$ cat src/rtl/cpu_pkg.sv
// Shared CPU definitions: PC width, 2-bit predictor encodings and BTB
// sequencer states.
package cpu_pkg;

  localparam int PC_W = 32;

  // bit0 of every encoding is the predict-taken bit
  localparam logic [1:0] ST_SNT = 2'b00;
  localparam logic [1:0] ST_WNT = 2'b10;
  localparam logic [1:0] ST_WT  = 2'b01;
  localparam logic [1:0] ST_ST  = 2'b11;

  typedef enum logic {
    BTB_IDLE  = 1'b0,
    BTB_CLEAR = 1'b1
  } btb_state_e;

endpackage

$ cat src/rtl/branch_target_buffer_entry_array.sv
// Tag/ctrl/target storage for the BTB: one synchronous write port and one
// asynchronous read port. Contents are deliberately not reset.
module btb_entry_array #(
  parameter int IDX_W = 4,
  parameter int TAG_W = 26,
  parameter int PC_W  = 32
) (
  input  logic             clk,
  input  logic             i_we,
  input  logic [IDX_W-1:0] i_waddr,
  input  logic [TAG_W-1:0] i_wtag,
  input  logic [1:0]       i_wctrl,
  input  logic [PC_W-1:0]  i_wtarget,
  input  logic [IDX_W-1:0] i_raddr,
  output logic [TAG_W-1:0] o_rtag,
  output logic [1:0]       o_rctrl,
  output logic [PC_W-1:0]  o_rtarget
);

  localparam int ENTRIES = 2 ** IDX_W;

  logic [TAG_W-1:0] r_tag    [ENTRIES];
  logic [1:0]       r_ctrl   [ENTRIES];
  logic [PC_W-1:0]  r_target [ENTRIES];

  always_ff @(posedge clk) begin
    if (i_we) begin
      r_tag[i_waddr]    <= i_wtag;
      r_ctrl[i_waddr]   <= i_wctrl;
      r_target[i_waddr] <= i_wtarget;
    end
  end

  assign o_rtag    = r_tag[i_raddr];
  assign o_rctrl   = r_ctrl[i_raddr];
  assign o_rtarget = r_target[i_raddr];

endmodule

$ cat src/rtl/branch_target_buffer.sv
// Direct-mapped branch target buffer with 2-bit predictor state, one-cycle
// lookup, same-cycle write forwarding and a sequenced invalidate-all.
module branch_target_buffer
  import cpu_pkg::*;
#(
  parameter int PC_W  = cpu_pkg::PC_W,
  parameter int IDX_W = 4
) (
  input  logic            clk,
  input  logic            rst_n,
  input  logic            lk_valid,
  input  logic [PC_W-1:0] lk_pc,
  output logic            pc_match_valid,
  output logic [1:0]      ctrl_state,
  output logic            pred_taken,
  output logic [PC_W-1:0] pred_target,
  input  logic            upd_we,
  input  logic [PC_W-1:0] upd_pc,
  input  logic [1:0]      upd_ctrl,
  input  logic [PC_W-1:0] upd_target,
  input  logic            inv_all,
  output logic            busy,
  output logic            upd_dropped
);

  localparam int ENTRIES = 2 ** IDX_W;
  localparam int TAG_W   = PC_W - IDX_W - 2;

  logic [IDX_W-1:0] w_lk_idx, w_up_idx;
  logic [TAG_W-1:0] w_lk_tag, w_up_tag, w_rd_tag, w_ent_tag;
  logic [1:0]       w_rd_ctrl, w_ent_ctrl;
  logic [PC_W-1:0]  w_rd_target, w_ent_target;
  logic             w_idle, w_wr_en, w_fwd, w_ent_valid, w_hit;
  logic [3:0]       w_unused_lsbs;

  btb_state_e       r_state, w_state_nxt;
  logic [IDX_W-1:0] r_clr_idx, w_clr_idx_nxt;
  logic [ENTRIES-1:0] r_valid;

  logic             r_pc_match_valid, r_upd_dropped;
  logic [1:0]       r_ctrl_state;
  logic [PC_W-1:0]  r_pred_target;

  // PC[1:0] never matters: instructions are word aligned
  assign w_unused_lsbs = {lk_pc[1:0], upd_pc[1:0]};
  assign w_lk_idx = lk_pc[IDX_W+1:2];
  assign w_lk_tag = lk_pc[PC_W-1:IDX_W+2];
  assign w_up_idx = upd_pc[IDX_W+1:2];
  assign w_up_tag = upd_pc[PC_W-1:IDX_W+2];

  assign w_idle  = (r_state == BTB_IDLE);
  assign w_wr_en = upd_we && w_idle;

  btb_entry_array #(.IDX_W(IDX_W), .TAG_W(TAG_W), .PC_W(PC_W)) u_array (
    .clk       (clk),
    .i_we      (w_wr_en),
    .i_waddr   (w_up_idx),
    .i_wtag    (w_up_tag),
    .i_wctrl   (upd_ctrl),
    .i_wtarget (upd_target),
    .i_raddr   (w_lk_idx),
    .o_rtag    (w_rd_tag),
    .o_rctrl   (w_rd_ctrl),
    .o_rtarget (w_rd_target)
  );

  // A write landing on the looked-up index this cycle wins over the array
  assign w_fwd        = w_wr_en && (w_up_idx == w_lk_idx);
  assign w_ent_valid  = w_fwd ? 1'b1       : r_valid[w_lk_idx];
  assign w_ent_tag    = w_fwd ? w_up_tag   : w_rd_tag;
  assign w_ent_ctrl   = w_fwd ? upd_ctrl   : w_rd_ctrl;
  assign w_ent_target = w_fwd ? upd_target : w_rd_target;
  assign w_hit = lk_valid && w_idle && w_ent_valid && (w_ent_tag == w_lk_tag);

  always_comb begin
    w_state_nxt   = r_state;
    w_clr_idx_nxt = r_clr_idx;
    case (r_state)
      BTB_IDLE: begin
        if (inv_all) w_state_nxt = BTB_CLEAR;
      end
      BTB_CLEAR: begin
        w_clr_idx_nxt = r_clr_idx + 1'b1;
        if (r_clr_idx == IDX_W'(ENTRIES - 1)) w_state_nxt = BTB_IDLE;
      end
      default: w_state_nxt = BTB_IDLE;
    endcase
  end

  always_ff @(posedge clk or negedge rst_n) begin
    if (!rst_n) begin
      r_state   <= BTB_IDLE;
      r_clr_idx <= '0;
    end else begin
      r_state   <= w_state_nxt;
      r_clr_idx <= w_clr_idx_nxt;
    end
  end

  // An update in the same cycle as inv_all is written here, then cleared later
  always_ff @(posedge clk or negedge rst_n) begin
    if (!rst_n) begin
      r_valid <= '0;
    end else if (!w_idle) begin
      r_valid[r_clr_idx] <= 1'b0;
    end else if (w_wr_en) begin
      r_valid[w_up_idx] <= 1'b1;
    end
  end

  always_ff @(posedge clk or negedge rst_n) begin
    if (!rst_n) begin
      r_pc_match_valid <= 1'b0;
      r_ctrl_state     <= ST_SNT;
      r_pred_target    <= '0;
      r_upd_dropped    <= 1'b0;
    end else begin
      r_pc_match_valid <= w_hit;
      r_ctrl_state     <= w_hit ? w_ent_ctrl : ST_SNT;
      r_pred_target    <= w_hit ? w_ent_target : '0;
      r_upd_dropped    <= upd_we && !w_idle;
    end
  end

  assign pc_match_valid = r_pc_match_valid;
  assign ctrl_state     = r_ctrl_state;
  assign pred_taken     = r_ctrl_state[0] & r_pc_match_valid;
  assign pred_target    = r_pred_target;
  assign busy           = !w_idle;
  assign upd_dropped    = r_upd_dropped;

endmodule

$ cat config.mk
export PLATFORM = sky130hd
export DESIGN_NAME = branch_target_buffer
export DESIGN_NICKNAME = d
export VERILOG_FILES = /design/src/rtl/cpu_pkg.sv /design/src/rtl/branch_target_buffer_entry_array.sv /design/src/rtl/branch_target_buffer.sv
export SDC_FILE = /design/constraint.sdc
export NUM_CORES = 1
export LEC_CHECK = 0
export ABC_CLOCK_PERIOD_IN_PS = 5200
export BUFFER_PORTS_ARGS = -buffer_cell sky130_fd_sc_hd__buf_2
export CORE_MARGIN = 2
export CORE_UTILIZATION = 43
export DETAILED_ROUTE_END_ITERATION = 16
export PLACE_DENSITY_LB_ADDON = 0.08
export SKIP_CTS_REPAIR_TIMING = 1
export SYNTH_ARGS = -nofsm -noshare
export SYNTH_HDL_FRONTEND = slang
export SYNTH_SLANG_ARGS = --single-unit
$ cat constraint.sdc
create_clock -name clk -period 5.2 [get_ports clk]
set_input_delay 1.04 -clock clk [delete_from_list [all_inputs] [get_ports clk]]
set_output_delay 1.04 -clock clk [all_outputs]
set_load 0.01 [all_outputs]
==> reports/results.txt <==
Status = completed
Tcrit/Tclk final = 72.9%
Critical Path RT = 5760 ps
CP Cell Sequence = buf_2 > buf_4 > mux4_2 > mux2_2 > nand3_1 > o211ai_1 > a2111oi_2 > a21oi_1 > a2111o_2 > buf_4 > nor3_1
CP arrival = 4360 ps
Crit path largest cell delay = 520 ps
Peak supply drop = 0.285 mV
Clk buf depth = 3
Yosys warning count = 0
Standard-cell row count = 111
Max Freq = 264 MHz
Final Critical Period = 3790 ps
Total number of vias = 19.0k
Slew @ Worst Pin = 1210 ps
Clock Latency Late Sink = 680 ps
Post-layout net count = 2099
Die Y-Extent = 308 um
Post-route DRC violation count = 0
Final Hold Viols = 0
CP Max Fanout = 24
RSZ-0062 raised after global routing = no
# port buffers = 136
Total CTS buffers = 109
Post-synthesis sequential area ratio = 76.0%
Max-slew headroom = 18.6%
Drt pass-1 iters = 6
Syn nets = 1883
Worst clock skew = 25.9 ps
Vias in the first global route = 20.1k
P per Cell Area = 397 nW/um^2
Hold Crit Class = input pin to async pin
Final Cell Area = 45900 um^2
Main synth FF type = edfxtp_1
Final setup viols = 0
Most frequent cells in the layout = edfxtp_1 (960), mux4_2 (270), buf_2 (132), clkbuf_16 (111), mux2i_1 (71)
CTS sink count = 1017
I/O Pins = 141
Setup CP Type = input pin to flip-flop
Yosys top cell area share = 72.4%
Largest net degree at the start of global routing = 69
Share of cells above drive strength 1 = 32.6%
H-Tree Level Count = 3
Vias per cell = 5.80
Die X = 308 um
Capturing element type of the critical path = flip-flop
Layout area overhead = 15.3%
Total Wirelength = 99100 um
Leakage = 15.2 nW
Gr usage total = 21.1%
Die area = 95000 um^2
Post-synth EDFFs = 960
Crit start category = input pin
Post-Syn Area = 39800 um^2
RD Place Congestion = 0.830
DR iter-0 viols = 1690
Area of the core = 91700 um^2
Cell variety after synth = 59
TritonCTS clock tree = built
HPWL after DPL = 52800 um
#FFs+latches synth = 1017
Area contributors post-synth = edfxtp_1 (72%), mux4_2 (15%), dfrtp_1 (3.6%)
Max-capacitance violation count = 0
CTS Root Buffer Type = clkbuf_16
Initial Utilization = 43.4%
Post-Syn Instances = 1776
Initial antenna violation count = 9
Post-DRT Antenna Nets = 0
Cell accounting for the most synthesized area = edfxtp_1
Mean Syn Cell Area = 22.4 um^2
Hold_ws = 282 ps
Slowest cell on crit path = buf_2
Most common cell after layout, fill and taps aside = edfxtp_1
Worst Reg-to-Reg Cells = 9
Slew Limit Fails = 0
WL per Instance = 30.3 um
Worst path most repeated cell = buf_4
Reg clk slew, reported paths = 60 ps
Grt ovf = 0
Cell Area, Placed = 42200 um^2
Asr flop ratio synth = 5.60%
First-pass GRT wire length = 142000 um
[flip-flops by register name (all words and copies together) (netlist names)]
register          flops
u_array.r_ctrl       32
r_clr_idx             4
upd_dropped           1
pred_target          32
pc_match_valid        1
busy                  1
u_array.r_target    512
ctrl_state            2
u_array.r_tag       416
r_valid              16
[path summary, 6_finish.rpt]
kind	from	endpoint	slack, ps
setup / recovery	lk_pc[5]	pred_target[1]	1410
hold / removal	rst_n	r_clr_idx[1]	280
setup reg to reg	u_array.r_tag[15][13]	pred_target[1]	1920
hold reg to reg	r_valid[2]	r_valid[2]	480
max in group asynchronous	rst_n	pred_target[30]	3940
min in group clk	r_valid[2]	r_valid[2]	480
[critical path, delay by kind of cell]
family	cells	cell delay, ps
compound gates	4	1080
buf+inv	3	1160
mux	2	650
simple gates	2	370
[cell type report]
cell class,count,area [um^2]
clock buffer,156,3090
tap,1186,1480
inverter,24,91.3
multi-input combinational,645,9050
timing repair buffer,195,1350
clock inverter,46,574
fill,7351,45800
sequential,1017,30300
antenna,2,5.00
[metal layers]
metal | vias to the layer above | routed length (um) | GRT usage, %
li1 | 7939 | - | -
met1 | 10300 | 42000 | 29.0
met2 | 550 | 49500 | 35.3
met3 | 171 | 5020 | 3.68
met4 | 12 | 2420 | 5.28
met5 | - | 61 | 0
[cells in the mapped netlist, types with 7 or more instances]
master,n
buf_1,12
clkbuf_1,22
buf_4,15
buf_6,12
nand2_1,28
mux2i_1,71
nor2_1,31
dfrtp_1,57
xor2_1,16
a21oi_1,14
inv_1,23
nor3_2,29
nand3_1,10
a221oi_1,10
nor3_1,14
a21o_1,7
a22oi_1,20
buf_2,29
mux4_2,270
o22ai_1,7
nand2b_1,8
xnor2_1,23
edfxtp_1,960
o21ai_0,10
[logic make-up (layout without fill, tap and decap cells)]
kind of cell / Yosys count / after routing / synth area share [%]
buffers and inverters: 114 / 421 / 1.53
adder cells (fa/ha/maj): 4 / 4 / 0.126
multiplexers: 344 / 344 / 17.2
other: 0 / 2 / 0
XOR/XNOR: 39 / 39 / 0.858
AND/OR/NAND/NOR: 146 / 146 / 2.13
AO/OA/AOI/OAI: 112 / 112 / 2.17
flip-flops: 1017 / 1017 / 76.0
[power breakdown]
part           internal [mW]  switching, mW
combinational          0.457          0.666
sequential              9.12         0.0818
clock                   4.79           3.09
total                   14.4           3.84
[stage by stage]
step,util (%),TNS [ps],setup slack (ps),std cells,power [mW]
finish,50.1,0,1410,3271,18.2
global route,50.1,0,1310,3269,18.8
CTS,50.1,0,1440,3269,18.4
detailed placement,46.1,0,766,3067,10.5
global placement,46.1,0,822,3067,10.5
floorplan,-,-96700,-799,1776,10.0
No activity file was read; power rests on OpenSTA's default activity.
